## src/rtl/vga_timing_gen.sv

```systemverilog
// Raster timing generator: pixel/line counters, visible-region flag, delayed
// active-low sync pulses, a once-per-frame tick and a completed-frame counter.
module vga_timing_gen #(
    parameter int H_VISIBLE  = 640,
    parameter int H_FP       = 16,
    parameter int H_SYNC     = 96,
    parameter int H_BP       = 48,
    parameter int V_VISIBLE  = 480,
    parameter int V_FP       = 10,
    parameter int V_SYNC     = 2,
    parameter int V_BP       = 33,
    parameter int PIPE_DELAY = 1
) (
    input  logic        vga_clk,
    input  logic        reset,
    output logic [9:0]  DrawX,
    output logic [9:0]  DrawY,
    output logic        blank,
    output logic        hs,
    output logic        vs,
    output logic        frame_tick,
    output logic [15:0] frame_count
);

    localparam int H_TOTAL = H_VISIBLE + H_FP + H_SYNC + H_BP;
    localparam int V_TOTAL = V_VISIBLE + V_FP + V_SYNC + V_BP;

    localparam logic [9:0] H_LAST       = 10'(H_TOTAL - 1);
    localparam logic [9:0] V_LAST       = 10'(V_TOTAL - 1);
    localparam logic [9:0] H_VIS_END    = 10'(H_VISIBLE);
    localparam logic [9:0] V_VIS_END    = 10'(V_VISIBLE);
    localparam logic [9:0] H_SYNC_START = 10'(H_VISIBLE + H_FP);
    localparam logic [9:0] H_SYNC_END   = 10'(H_VISIBLE + H_FP + H_SYNC);
    localparam logic [9:0] V_SYNC_START = 10'(V_VISIBLE + V_FP);
    localparam logic [9:0] V_SYNC_END   = 10'(V_VISIBLE + V_FP + V_SYNC);

    logic        r_run;
    logic [9:0]  r_hc;
    logic [9:0]  r_vc;
    logic [15:0] r_frameCount;

    logic w_hLast;
    logic w_vLast;
    logic w_hsRaw;
    logic w_vsRaw;

    assign w_hLast = (r_hc == H_LAST);
    assign w_vLast = (r_vc == V_LAST);

    // The first edge after reset only arms r_run, so (0,0) is held one extra clock.
    always_ff @(posedge vga_clk or posedge reset) begin
        if (reset) begin
            r_run        <= 1'b0;
            r_hc         <= '0;
            r_vc         <= '0;
            r_frameCount <= '0;
        end else begin
            r_run <= 1'b1;
            if (r_run) begin
                if (w_hLast) begin
                    r_hc <= '0;
                    if (w_vLast) begin
                        r_vc         <= '0;
                        r_frameCount <= r_frameCount + 16'd1;
                    end else begin
                        r_vc <= r_vc + 10'd1;
                    end
                end else begin
                    r_hc <= r_hc + 10'd1;
                end
            end
        end
    end

    assign DrawX       = r_hc;
    assign DrawY       = r_vc;
    assign frame_count = r_frameCount;
    assign blank       = r_run & (r_hc < H_VIS_END) & (r_vc < V_VIS_END);
    assign frame_tick  = r_run & (r_hc == 10'd0) & (r_vc == V_VIS_END);

    assign w_hsRaw = ~(r_run & (r_hc >= H_SYNC_START) & (r_hc < H_SYNC_END));
    assign w_vsRaw = ~(r_run & (r_vc >= V_SYNC_START) & (r_vc < V_SYNC_END));

    // Sync delay keeps hs/vs aligned with RGB registered by downstream stages.
    generate
        if (PIPE_DELAY == 0) begin : g_noDelay
            assign hs = w_hsRaw;
            assign vs = w_vsRaw;
        end else begin : g_delay
            logic [PIPE_DELAY-1:0] r_hsDly;
            logic [PIPE_DELAY-1:0] r_vsDly;

            always_ff @(posedge vga_clk or posedge reset) begin
                if (reset) begin
                    r_hsDly <= '1;
                    r_vsDly <= '1;
                end else begin
                    r_hsDly[0] <= w_hsRaw;
                    r_vsDly[0] <= w_vsRaw;
                    for (int i = 1; i < PIPE_DELAY; i++) begin
                        r_hsDly[i] <= r_hsDly[i-1];
                        r_vsDly[i] <= r_vsDly[i-1];
                    end
                end
            end

            assign hs = r_hsDly[PIPE_DELAY-1];
            assign vs = r_vsDly[PIPE_DELAY-1];
        end
    endgenerate

endmodule

```

## config.mk

```make
export PLATFORM = sky130hd
export DESIGN_NAME = vga_timing_gen
export DESIGN_NICKNAME = d
export VERILOG_FILES = /design/src/rtl/vga_timing_gen.sv
export SDC_FILE = /design/constraint.sdc
export NUM_CORES = 1
export LEC_CHECK = 0
export ABC_AREA = 1
export BUFFER_PORTS_ARGS = -buffer_cell sky130_fd_sc_hd__clkbuf_2
export CORE_UTILIZATION = 35
export CTS_BUF_LIST = sky130_fd_sc_hd__clkbuf_16
export CTS_CLUSTER_DIAMETER = 200
export CTS_CLUSTER_SIZE = 25
export DETAILED_ROUTE_END_ITERATION = 12
export PLACE_DENSITY = 0.57
export SETUP_SLACK_MARGIN = 0.2
export SLEW_MARGIN = 25
export SYNTH_ARGS = -nofsm -noshare
export SYNTH_HDL_FRONTEND = slang
export SYNTH_SLANG_ARGS = --single-unit
```

## constraint.sdc

```tcl
create_clock -name vga_clk -period 1.8 [get_ports vga_clk]
set_clock_uncertainty 0.1 [all_clocks]
set_input_delay 0.36 -clock vga_clk [delete_from_list [all_inputs] [get_ports vga_clk]]
set_output_delay 0.36 -clock vga_clk [all_outputs]
set_load 0.01 [all_outputs]
```

==> key figures, run 1 <==
Setup path
  • Worst Path Max Fanout: 4
  • CP endpoint kind: output port
  • Family with the most delay on the worst path: simple AND/OR/NAND/NOR gates
  • Slowest stage cell, crit path: dfrtp_2
  • Buffers & Inverters on Critical Path: 2
  • Crit Path Category: flop to output port
  • WP data required: 1340 ps
  • Crit start category: flop
  • CP cell instances: inv_4, ha_4, nand2_4, nor4_4, nand3_1, nor2_2, buf_2
  • Worst EP arrival: 1520 ps
  • CP max stage delay: 420 ps

Yosys
  • Seq/Total Area, Yosys: 41.5%
  • Yosys reg bits: 39
  • Ranking of synthesized cells by area: dfrtp_1 (39%), nand2_1 (14%), inv_1 (6.5%), nand3_1 (5.3%), nor2_1 (5.3%)
  • Synthesized area per cell: 7.46 um2
  • Cell Area, Synth: 2360 um2
  • Synth warn: 0
  • Top cell type's share of synthesized area: 39.3%
  • Synth unique cells: 33
  • Largest area contributor in the netlist: dfrtp_1
  • Post-Syn Instances: 316
  • Mapped Nets: 323

Drt
  • Routed Antenna Nets: 0
  • Vias after detailed routing: 2194
  • DR vias/cell: 4.77
  • Final WL: 5.76 mm
  • Router iterations before antenna repair: 8
  • Wirelength per Cell: 12.5 um
  • DRT iter0 DRCs: 144
  • # DRC: 2

Global routing
  • Overflow after GRT: 0
  • Grt met3 use: 3.96%
  • Met2 usage: 27.3%
  • Routing usage on met1: 22.8%
  • First-pass GRT wire length: 9.60 mm
  • Largest net degree at the start of global routing: 40
  • Number of global-route vias before repair: 2026
  • Gr usage total: 17.2%
  • Global route hottest layer: met2
  • Antenna violations before repair: 0

Placement
  • Cell count after placement: 439
  • DP Area: 2730 um2
  • IO Port Bufs: 41
  • Pre-CTS worst setup slack: -16.4 ps
  • Post-DP HPWL: 3.98 mm
  • GPL Wtd Cong: 0.867

Run status
  • Failing checks: DRC, setup timing
  • Status: finished, violations left

Power
  • Total power draw: 2240 uW
  • Clock Power Share: 38.3%
  • Combinational share of power: 16.9%
  • Sequential power share: 44.9%
  • PD cells: 734 nW/um2
  • Static leakage: 0.00157 uW
  • Psw: 656 uW
  • VDD IR max: 0.638 mV
  • Net Sw Frac: 29.3%
  • Internal power: 1580 uW

Die
  • Initial Util: 36.7%
  • Site Rows: 29
  • Die Wd: 84.1 um
  • CORE AREA: 6420 um2
  • Chip Height: 84.1 um
  • IO Count: 42
  • Die area: 7070 um2

Cells and area
  • # diodes: 0
  • Fin area: 3050 um2
  • Share of layout cells above drive strength 1: 29.5%
  • Fin nets: 389
  • Layout fillers: 640
  • Area added between synthesis and finish: 29.4%
  • Final std cells w/o fill: 460

STA
  • Min Tclk post-route: 1980 ps
  • Slew Viols, Final: 0
  • F_max: 505 MHz
  • Endpoints failing setup: 1
  • Tcrit/Tclk final: 110%
  • RSZ-0062 raised after global routing: true
  • Hold Vio Cnt, Final: 0
  • Final worst setup slack: -179 ps
  • Hold Slack: 9.76 ps

CTS
  • H-tree depth: 2
  • Worst-path clk slew: 60 ps
  • CTS max path bufs: 2
  • TritonCTS clock tree: done
  • Clk_lat worst skew: 280 ps
  • TritonCTS Buffers: 5
  • Root buffer cell: clkbuf_16
  • Clock tree sinks: 39

Min path
  • HP Class: input port to async pin

Run
  • Max-cap viol count: 0
## repair_timing
item / CTS / global route
pin swaps: 7 / 3
setup endpoints to repair: 24 / 33
setup buffers: 11 / 2
hold buffers: 0 / 0
hold endpoints to repair: 0 / 0
resized for setup: 15 / 10
## routing by layer
| metal | up-vias | share of wire, % | wire, um |
|---|---|---|---|
| met5 | - | 0 | 0 |
| met4 | 0 | 1.4 | 78 |
| met3 | 6 | 3.8 | 219 |
| met2 | 41 | 46 | 2640 |
| met1 | 1018 | 49 | 2820 |
| li1 | 1129 | - | - |
## cell usage in the layout, fill, tap and decap left out, types with 2 or more instances in the layout
| cell | instances |
|---|---|
| xor2_1 | 7 |
| buf_4 | 22 |
| clkbuf_16 | 5 |
| nand4_1 | 7 |
| inv_2 | 3 |
| clkbuf_2 | 39 |
| dfrtp_1 | 32 |
| nor2_1 | 30 |
| nand2_4 | 4 |
| ha_1 | 4 |
| inv_1 | 39 |
| o21ai_0 | 21 |
| nor2_2 | 6 |
| nor4_1 | 3 |
| nand2_1 | 87 |
| nand3_2 | 3 |
| dfstp_2 | 2 |
| clkinv_1 | 2 |
| dfrtp_2 | 5 |
| nand3_1 | 23 |
| nor2_4 | 4 |
| buf_12 | 3 |
| nor3_1 | 5 |
| nand2_2 | 3 |
| o21ai_2 | 5 |
| buf_2 | 2 |
| xnor2_1 | 3 |
## worst register-to-register path, stage by stage (launching register included)
cell and delay, ps:
dfrtp_1 390, buf_4 120, ha_1 160, nand2_1 100, nor2_2 190, nand3_2 140, nor2_4 130, buf_4 190
nand3_1 70, o21ai_0 80
## final cells by class
cell class | count | area [um2] | area share (%)
multi-input combinational | 227 | 1230 | 40.4
sequential | 39 | 985 | 32.3
timing repair buffer | 67 | 442 | 14.5
inverter | 42 | 160 | 5.25
clock buffer | 5 | 125 | 4.10
tap | 77 | 96.3 | 3.16
clock inverter | 3 | 11.3 | 0.369
## cell families (layout without fill, tap and decap cells)
| family | Yosys count | count (layout) | share of synthesized area [%] |
|---|---|---|---|
| AOI/OAI and AO/OA | 30 | 30 | 7.37 |
| xor gates and xnor gates | 10 | 10 | 3.71 |
| adders and majority gates | 5 | 5 | 2.65 |
| buffers and inverters | 50 | 117 | 9.65 |
| DFF | 39 | 39 | 41.5 |
| other | 1 | 1 | 0.159 |
| and+or+nand+nor | 181 | 181 | 35.0 |
## path summary, 6_finish.rpt
check | from | to | slack, ps | cells past startpoint
setup reg to reg | DrawX[0] | DrawY[1] | 50 | 9
hold reg to reg | frame_count[15] | frame_count[15] | 420 | 2
hold / removal | reset | frame_count[15] | 10 | 3
max in group asynchronous | reset | vs | 1330 | 3
min in group vga_clk | frame_count[15] | frame_count[15] | 420 | 2
setup / recovery | DrawY[0] | frame_tick | -180 | 7
## state kept, by name, summed over array words and instances (netlist names)
register     count
vs               1
r_run            1
frame_count     16
DrawX           10
DrawY           10
hs               1
## through the flow
| step | util [%] | TNS [ps] |
|---|---|---|
| global placement | 42.5 | -4.88 |
| finish | 47.5 | -179 |
| CTS | 46.8 | -205 |
| floorplan | - | 0 |
| detailed placement | 42.5 | -16.4 |
| global route | 47.5 | -2420 |
## power groups by stage
| stage | Combinational, uW | Clock [uW] | Sequential (uW) |
|---|---|---|---|
| finish | 377 | 857 | 1010 |
| global route | 419 | 902 | 1010 |
| CTS | 353 | 867 | 1000 |
| detailed placement | 317 | 0 | 1020 |
| global placement | 316 | 0 | 1020 |
| floorplan | 178 | 0 | 1030 |
## synthesized netlist by cell type (all sizes together)
| cell | number |
|---|---|
| conb | 1 |
| or2 | 1 |
| a21oi | 1 |
| a21o | 1 |
| inv | 42 |
| a21boi | 1 |
| nor3 | 6 |
| nor2 | 40 |
| ha | 5 |
| clkbuf | 1 |
| nand3 | 26 |
| dfrtp | 37 |
| nor4 | 4 |
| xor2 | 7 |
| nand4 | 8 |
| nor3b | 1 |
| nand3b | 1 |
| nand2 | 94 |
| buf | 7 |
| xnor2 | 3 |
| dfstp | 2 |
| o21ai | 27 |
Power figures use the tool's default switching activity.
==> run 2, diff against run 1 <==
--- a/config.mk
+++ b/config.mk
@@ -5,14 +5,13 @@
 export SDC_FILE = /design/constraint.sdc
 export NUM_CORES = 1
 export LEC_CHECK = 0
-export ABC_AREA = 1
 export BUFFER_PORTS_ARGS = -buffer_cell sky130_fd_sc_hd__clkbuf_2
-export CORE_UTILIZATION = 35
+export CORE_UTILIZATION = 51
 export CTS_BUF_LIST = sky130_fd_sc_hd__clkbuf_16
 export CTS_CLUSTER_DIAMETER = 200
 export CTS_CLUSTER_SIZE = 25
 export DETAILED_ROUTE_END_ITERATION = 12
-export PLACE_DENSITY = 0.57
+export PLACE_DENSITY = 0.78
 export SETUP_SLACK_MARGIN = 0.2
 export SLEW_MARGIN = 25
 export SYNTH_ARGS = -nofsm -noshare
==> key figures, run 2 <==
Yosys
  • Synth warn: 0 (unchanged)
  • Yosys reg bits: 39 (unchanged)
  • Synthesized area per cell: 10.7 um2 (+43%)
  • Largest family of logic cells by synthesized area: simple AND/OR/NAND/NOR gates
  • Post-synth EDFFs: 0 (unchanged)
  • Synth top cells by count: dfrtp_1 (37), nand3_1 (21), nand2_1 (13), xnor2_1 (13), xor2_1 (13)
  • Largest area contributor in the netlist: dfrtp_1
  • Seq/Total Area, Yosys: 47.1% (+5.6 points)
  • Compound-cell area share of the yosys netlist: 4.27% (-3.1 points)
  • Ranking of synthesized cells by area: dfrtp_1 (45%), xnor2_1 (5.5%), xor2_1 (5.5%), nand3_1 (5.1%), ha_1 (3.0%)
  • Simple-Gate Fraction of Synth Area: 29.6% (-5.3 points)
  • Synth Area in XOR/XNOR: 11.0% (+7.2 points)
  • Main synth FF type: dfrtp_1
  • Adder-cell share of the synthesized area: 3.01% (+0.36 points)
  • Cell Area, Synth: 2080 um2 (-12%)
  • Mapped Nets: 202 (-37%)
  • Post-synthesis mux area share: 1.02% (+1.0 points)
  • Top-count cell post-synth: dfrtp_1
  • Synth unique cells: 46 (+39%)
  • Post-Syn Instances: 195 (-38%)
  • Top cell type's share of synthesized area: 44.6% (+5.3 points)
  • Ys async rst share: 100% (unchanged)

Cells and area
  • Fin nets: 319 (-18%)
  • # diodes: 0 (unchanged)
  • Area added between synthesis and finish: 65.6%
  • Share of layout cells above drive strength 1: 63.9% (+34 points)
  • Leading cell type in the layout, fill and taps excluded: buf_4
  • Fin area: 3440 um2 (+13%)
  • Max reg flops: 16 (unchanged)
  • Commonest cells after routing, fill and taps aside: buf_4 (58), clkbuf_2 (38), dfrtp_1 (26)

Global routing
  • Largest net degree at the start of global routing: 40 (unchanged)
  • Number of global-route vias before repair: 2142 (+5.7%)
  • Met2 usage: 59.4% (+32 points)
  • First-pass GRT wire length: 11.1 mm (+15%)
  • Gr usage total: 35.8% (+19 points)
  • Overflow after GRT: 0 (unchanged)
  • Grt met3 use: 6.55% (+2.6 points)
  • Global route hottest layer: met2
  • Routing usage on met1: 41.8% (+19 points)
  • Antenna violations before repair: 0 (unchanged)

Drt
  • Wirelength per Cell: 23.8 um (+90%)
  • Routed Antenna Nets: 0 (unchanged)
  • DRT iter0 DRCs: 252 (+75%)
  • Router iterations before antenna repair: 7 (-1)
  • Vias after detailed routing: 2274 (+3.6%)
  • DR vias/cell: 6.30 (+32%)
  • Final WL: 8.60 mm (+49%)
  • # DRC: 0 (-2)

STA
  • F_max: 496 MHz (-1.9%)
  • Slew margin rel.: 66.2%
  • RSZ-0062 raised after global routing: true
  • Setup TNS: -1220 ps (-1040 ps)
  • Endpoints failing setup: 17 (+16)
  • Hold Vio Cnt, Final: 0 (unchanged)
  • Tightest Pin Transition: 507 ps
  • Slew Viols, Final: 0 (unchanged)
  • Tcrit/Tclk final: 112% (+2.1 points)
  • Min Tclk post-route: 2020 ps (+38.6 ps)
  • Final worst setup slack: -218 ps (-38.6 ps)

Die
  • Chip Height: 65.8 um (-22%)
  • Site Rows: 22 (-24%)
  • Die area: 4330 um2 (-39%)
  • CORE AREA: 3770 um2 (-41%)
  • IO Count: 42 (unchanged)
  • Initial Util: 55.1% (+18 points)
  • Die Wd: 65.8 um (-22%)

CTS
  • CTS max path bufs: 2 (unchanged)
  • Worst-path clk slew: 60 ps (about the same)
  • TritonCTS clock tree: done
  • CTS Hold Buffers Added: 0 (unchanged)
  • TritonCTS Buffers: 5 (unchanged)
  • Root buffer cell: clkbuf_16
  • H-tree depth: 2 (unchanged)
  • Clock tree sinks: 39 (unchanged)
  • Clk_lat worst skew: 290 ps (about the same)

Setup path
  • Worst EP arrival: 1560 ps (+40 ps)
  • Crit Path Category: flop to output port
  • WP data required: 1340 ps (about the same)
  • Worst Path Max Fanout: 4 (unchanged)
  • CP endpoint kind: output port
  • Crit start category: flop

Power
  • VDD IR max: 0.813 mV (+27%)
  • Static leakage: 0.00172 uW (+10%)
  • PD cells: 739 nW/um2 (+0.74%)
  • Total power draw: 2540 uW (+14%)

Run status
  • Status: finished, violations left
  • Failing checks: setup timing

Placement
  • Post-DP HPWL: 3.85 mm (-3.1%)
  • DP Area: 2700 um2 (-0.96%)
  • Pre-CTS worst setup slack: -69.3 ps (-52.9 ps)
  • IO Port Bufs: 41 (unchanged)
  • GPL Wtd Cong: 0.947 (+9.2%)

Min path
  • HP Class: input port to async pin

Run
  • Max-cap viol count: 0 (unchanged)
[run 2: cell types whose count changed after synthesis, moves of 4 or more]
cell and change:
xor2_1 +6, o21ai_2 -5, o21ai_0 -13, and3_1 +4, nor2_1 -25, nand3_1 -4, nor2_2 -4, nand2_1 -78
xnor2_1 +10, nor4_2 +5, inv_1 -35
[run 2: cell type report]
| cell class | count | area, um2 |
|---|---|---|
| Sequential cell | 39 | 992 |
| Clock inverter | 3 | 12.5 |
| Multi-Input combinational cell | 142 | 1370 |
| Inverter | 6 | 25.0 |
| Fill cell | 132 | 330 |
| Clock buffer | 5 | 125 |
| Tap cell | 48 | 60.1 |
| Timing Repair Buffer | 118 | 861 |
[run 2: worst max-delay path, stage by stage, from the launching register on]
cell     delay, ps
dfrtp_2        440
nor4_2         270
nand3_1        130
nor4_2         240
buf_2          180
[run 2: per-stage QoR]
stage          instances  hold WS (ps)  utilization (%)
6_report             361          69.0             91.2
5_1_grt              361           126             91.2
4_1_cts              348          97.6             85.4
3_5_place_dp         319           362             71.7
3_3_place_gp         319           353             71.7
2_1_floorplan        195           402                -
[run 2: path summary, 6_finish.rpt]
check / startpoint / end / slack [ps] / cells after the start
worst max-delay path: DrawX[9] / frame_tick / -220 / 4
worst min-delay path: reset / frame_count[11] / 70 / 3
worst max register to register: DrawY[0] / frame_count[7] / -150 / 7
worst min register to register: frame_count[15] / frame_count[15] / 390 / 1
max in group asynchronous: reset / r_run / 1140 / 3
min in group vga_clk: frame_count[15] / frame_count[15] / 390 / 1
[run 2: report_power, final]
part / leakage, uW / switching, uW / internal (uW)
registers: 0.000508 / 108 / 942
logic: 0.00114 / 355 / 275
clock network: 0.0000724 / 364 / 501
total: 0.00172 / 827 / 1720
[run 2: logic make-up after synthesis]
group | after synthesis
flip-flops | 39
XOR/XNOR | 26
adder cells (fa/ha/maj) | 5
other | 1
AO/OA/AOI/OAI | 15
AND/OR/NAND/NOR | 93
buffers and inverters | 14
multiplexers | 2
[run 2: repair_timing]
item / in CTS / in global routing
cloned: 1 / 0
resized for setup: 55 / 33
pin swaps: 29 / 22
setup buffers: 20 / 13
endpoints found under the setup margin: 29 / 32
[run 2: per-layer routing]
layer	share of wire, %	vias to the layer above
met3	8.1	52
met1	37	1125
met5	0	-
li1	-	940
met2	50	157
met4	5.2	0
==> run 3, diff against run 2 <==
--- a/config.mk
+++ b/config.mk
@@ -11,6 +11,7 @@
 export CTS_CLUSTER_DIAMETER = 200
 export CTS_CLUSTER_SIZE = 25
 export DETAILED_ROUTE_END_ITERATION = 12
+export HOLD_SLACK_MARGIN = 0.1
 export PLACE_DENSITY = 0.78
 export SETUP_SLACK_MARGIN = 0.2
 export SLEW_MARGIN = 25
==> key figures, run 3 (synthesized netlist as in run 2, its figures left out) <==
CTS
  • Worst-path clk slew: 60 ps (about the same)
  • Clock tree sinks: 39 (unchanged)
  • TritonCTS Buffers: 5 (unchanged)
  • TritonCTS clock tree: done
  • CTS max path bufs: 2 (unchanged)
  • Root buffer cell: clkbuf_16
  • Clk_lat worst skew: 300 ps (about the same)
  • H-tree depth: 2 (unchanged)

Drt
  • Router iterations before antenna repair: 4 (-3)
  • Final WL: 8.33 mm (-3.2%)
  • Wirelength per Cell: 23.1 um (-3.2%)
  • # DRC: 0 (unchanged)
  • DRT iter0 DRCs: 239 (-5.2%)
  • Routed Antenna Nets: 0 (unchanged)
  • Vias after detailed routing: 2254 (-0.88%)
  • DR vias/cell: 6.24 (-0.88%)

Setup path
  • Buffers & Inverters on Critical Path: 1 (unchanged)
  • CP dominant cell by count: nor4_2
  • Worst path depth: 4 (unchanged)
  • CP endpoint kind: output port
  • WP data required: 1340 ps (about the same)
  • Reg-to-Reg Start: DrawX[1]
  • CP cell instances: nor4_2, nand3_1, nor4_2, buf_2
  • Worst EP arrival: 1550 ps (about the same)
  • Worst Path Max Fanout: 2 (-2)
  • Reg2reg path depth: 7 (unchanged)
  • CP max stage delay: 420 ps (-20 ps)
  • Crit start category: flop
  • Crit Path Category: flop to output port
  • Slowest stage cell, crit path: dfrtp_1
  • R2R Path End: DrawY[6]
  • Reg2reg setup slack: -120 ps (+30 ps)
  • Family with the most delay on the worst path: simple AND/OR/NAND/NOR gates

Cells and area
  • Fin nets: 319 (unchanged)
  • Commonest cells after routing, fill and taps aside: buf_4 (54), clkbuf_2 (38), dfrtp_1 (25)
  • Max reg flops: 16 (unchanged)
  • # diodes: 0 (unchanged)
  • Leading cell type in the layout, fill and taps excluded: buf_4
  • Fin area: 3490 um2 (+1.5%)
  • Share of layout cells above drive strength 1: 64.9% (+0.96 points)
  • Area added between synthesis and finish: 68.0%

Die
  • CORE AREA: 3770 um2 (unchanged)
  • Initial Util: 55.1% (unchanged)
  • Site Rows: 22 (unchanged)
  • IO Count: 42 (unchanged)
  • Die Wd: 65.8 um (unchanged)
  • Chip Height: 65.8 um (unchanged)
  • Die area: 4330 um2 (unchanged)

Power
  • Combinational share of power: 25.2% (+0.5 points)
  • Internal power: 1730 uW (+0.73%)
  • Static leakage: 0.00173 uW (+0.45%)
  • VDD IR max: 0.863 mV (+6.2%)
  • Clock Power Share: 33.4% (-0.6 points)
  • PD cells: 732 nW/um2 (-1.1%)
  • Net Sw Frac: 32.3% (-0.20 points)
  • Sequential power share: 41.4% (about the same)
  • Psw: 825 uW (-0.21%)

STA
  • RSZ-0062 raised after global routing: true
  • Hold Slack: 380 ps (+311 ps)
  • Final worst setup slack: -211 ps (+6.51 ps)
  • Tcrit/Tclk final: 112% (-0.36 points)
  • Hold Vio Cnt, Final: 0 (unchanged)
  • Tightest Pin Transition: 506 ps (-0.227 ps)
  • Slew margin rel.: 66.2% (about the same)
  • Setup TNS: -990 ps (+229 ps)
  • Endpoints failing setup: 16 (-1)
  • Slew Viols, Final: 0 (unchanged)
  • Min Tclk post-route: 2010 ps (-6.51 ps)
  • F_max: 497 MHz (+0.32%)

Global routing
  • Gr usage total: 35.6% (-0.15 points)
  • Number of global-route vias before repair: 2199 (+2.7%)
  • Antenna violations before repair: 0 (unchanged)
  • Overflow after GRT: 0 (unchanged)
  • Largest net degree at the start of global routing: 40 (unchanged)
  • First-pass GRT wire length: 11.0 mm (-0.69%)

Min path
  • Min-Delay Path Depth: 1
  • Hold Startpoint: frame_count[15]
  • HP Class: flop to flop
  • Worst Hold End: frame_count[15]

Placement
  • Pre-CTS worst setup slack: -69.3 ps (unchanged)
  • GPL Wtd Cong: 0.947 (unchanged)
  • DP Area: 2700 um2 (unchanged)
  • Post-DP HPWL: 3.85 mm (unchanged)
  • IO Port Bufs: 41 (unchanged)

Run status
  • Failing checks: setup timing
  • Status: finished, violations left

Run
  • Max-cap viol count: 0 (unchanged)
## run 3: cell types whose count changed in the layout (fill, tap and decap cells not counted), sizes merged
cell and change:
dlygate4sd3 +1, buf -1
## run 3: area by class of cell
class | count | area, um2
Inverter | 6 | 25.0
Clock inverter | 3 | 12.5
Timing Repair Buffer | 118 | 875
Fill cell | 128 | 279
Clock buffer | 5 | 125
Tap cell | 48 | 60.1
Multi-Input combinational cell | 142 | 1400
Sequential cell | 39 | 993
## run 3: worst max path at each step
stage                     startpoint        endpoint
after detailed placement    DrawY[4]      frame_tick
after CTS                   DrawX[3]      frame_tick
final                       DrawY[3]      frame_tick
after floorplan             DrawY[1]  frame_count[5]
after global placement         r_run      frame_tick
after global routing        DrawX[9]      frame_tick
## run 3: what timing repair did
| item | in CTS | in global routing |
|---|---|---|
| pin swaps | 29 | 28 |
| setup buffers | 20 | 12 |
| cloned | 1 | 0 |
| hold buffers | 1 | 0 |
| endpoints found under the setup margin | 29 | 31 |
| resized for setup | 55 | 43 |
| endpoints found under the hold margin | 11 | 0 |
## run 3: power by group through the flow
stage                     Combinational [uW]  Clock [uW]  Sequential (uW)
after global placement                   464           0             1040
final                                    643         854             1060
after floorplan                          299           0             1050
after detailed placement                 473           0             1040
after global routing                     676         892             1060
after CTS                                540         845             1030
## run 3: stage by stage
step                cells  util [%]  power [uW]
floorplan             195         -        1350
global placement      319      71.7        1500
detailed placement    319      71.7        1510
CTS                   349      85.7        2420
global route          361      92.6        2630
finish                361      92.6        2550
## run 3: worst reg2reg max path: stages, from the launching register on
cell and delay (ps):
dfrtp_1 390, buf_4 140, ha_4 170, nand4_4 150, buf_6 180, nor4_4 240, nand3_1 170, xnor2_1 270
## run 3: routing by layer
layer	routed length [um]	global-route usage, %	vias up
met3	613	7.76	30
li1	-	-	938
met2	4220	57.9	143
met5	0	0	-
met1	3170	39.9	1143
met4	331	28.5	0
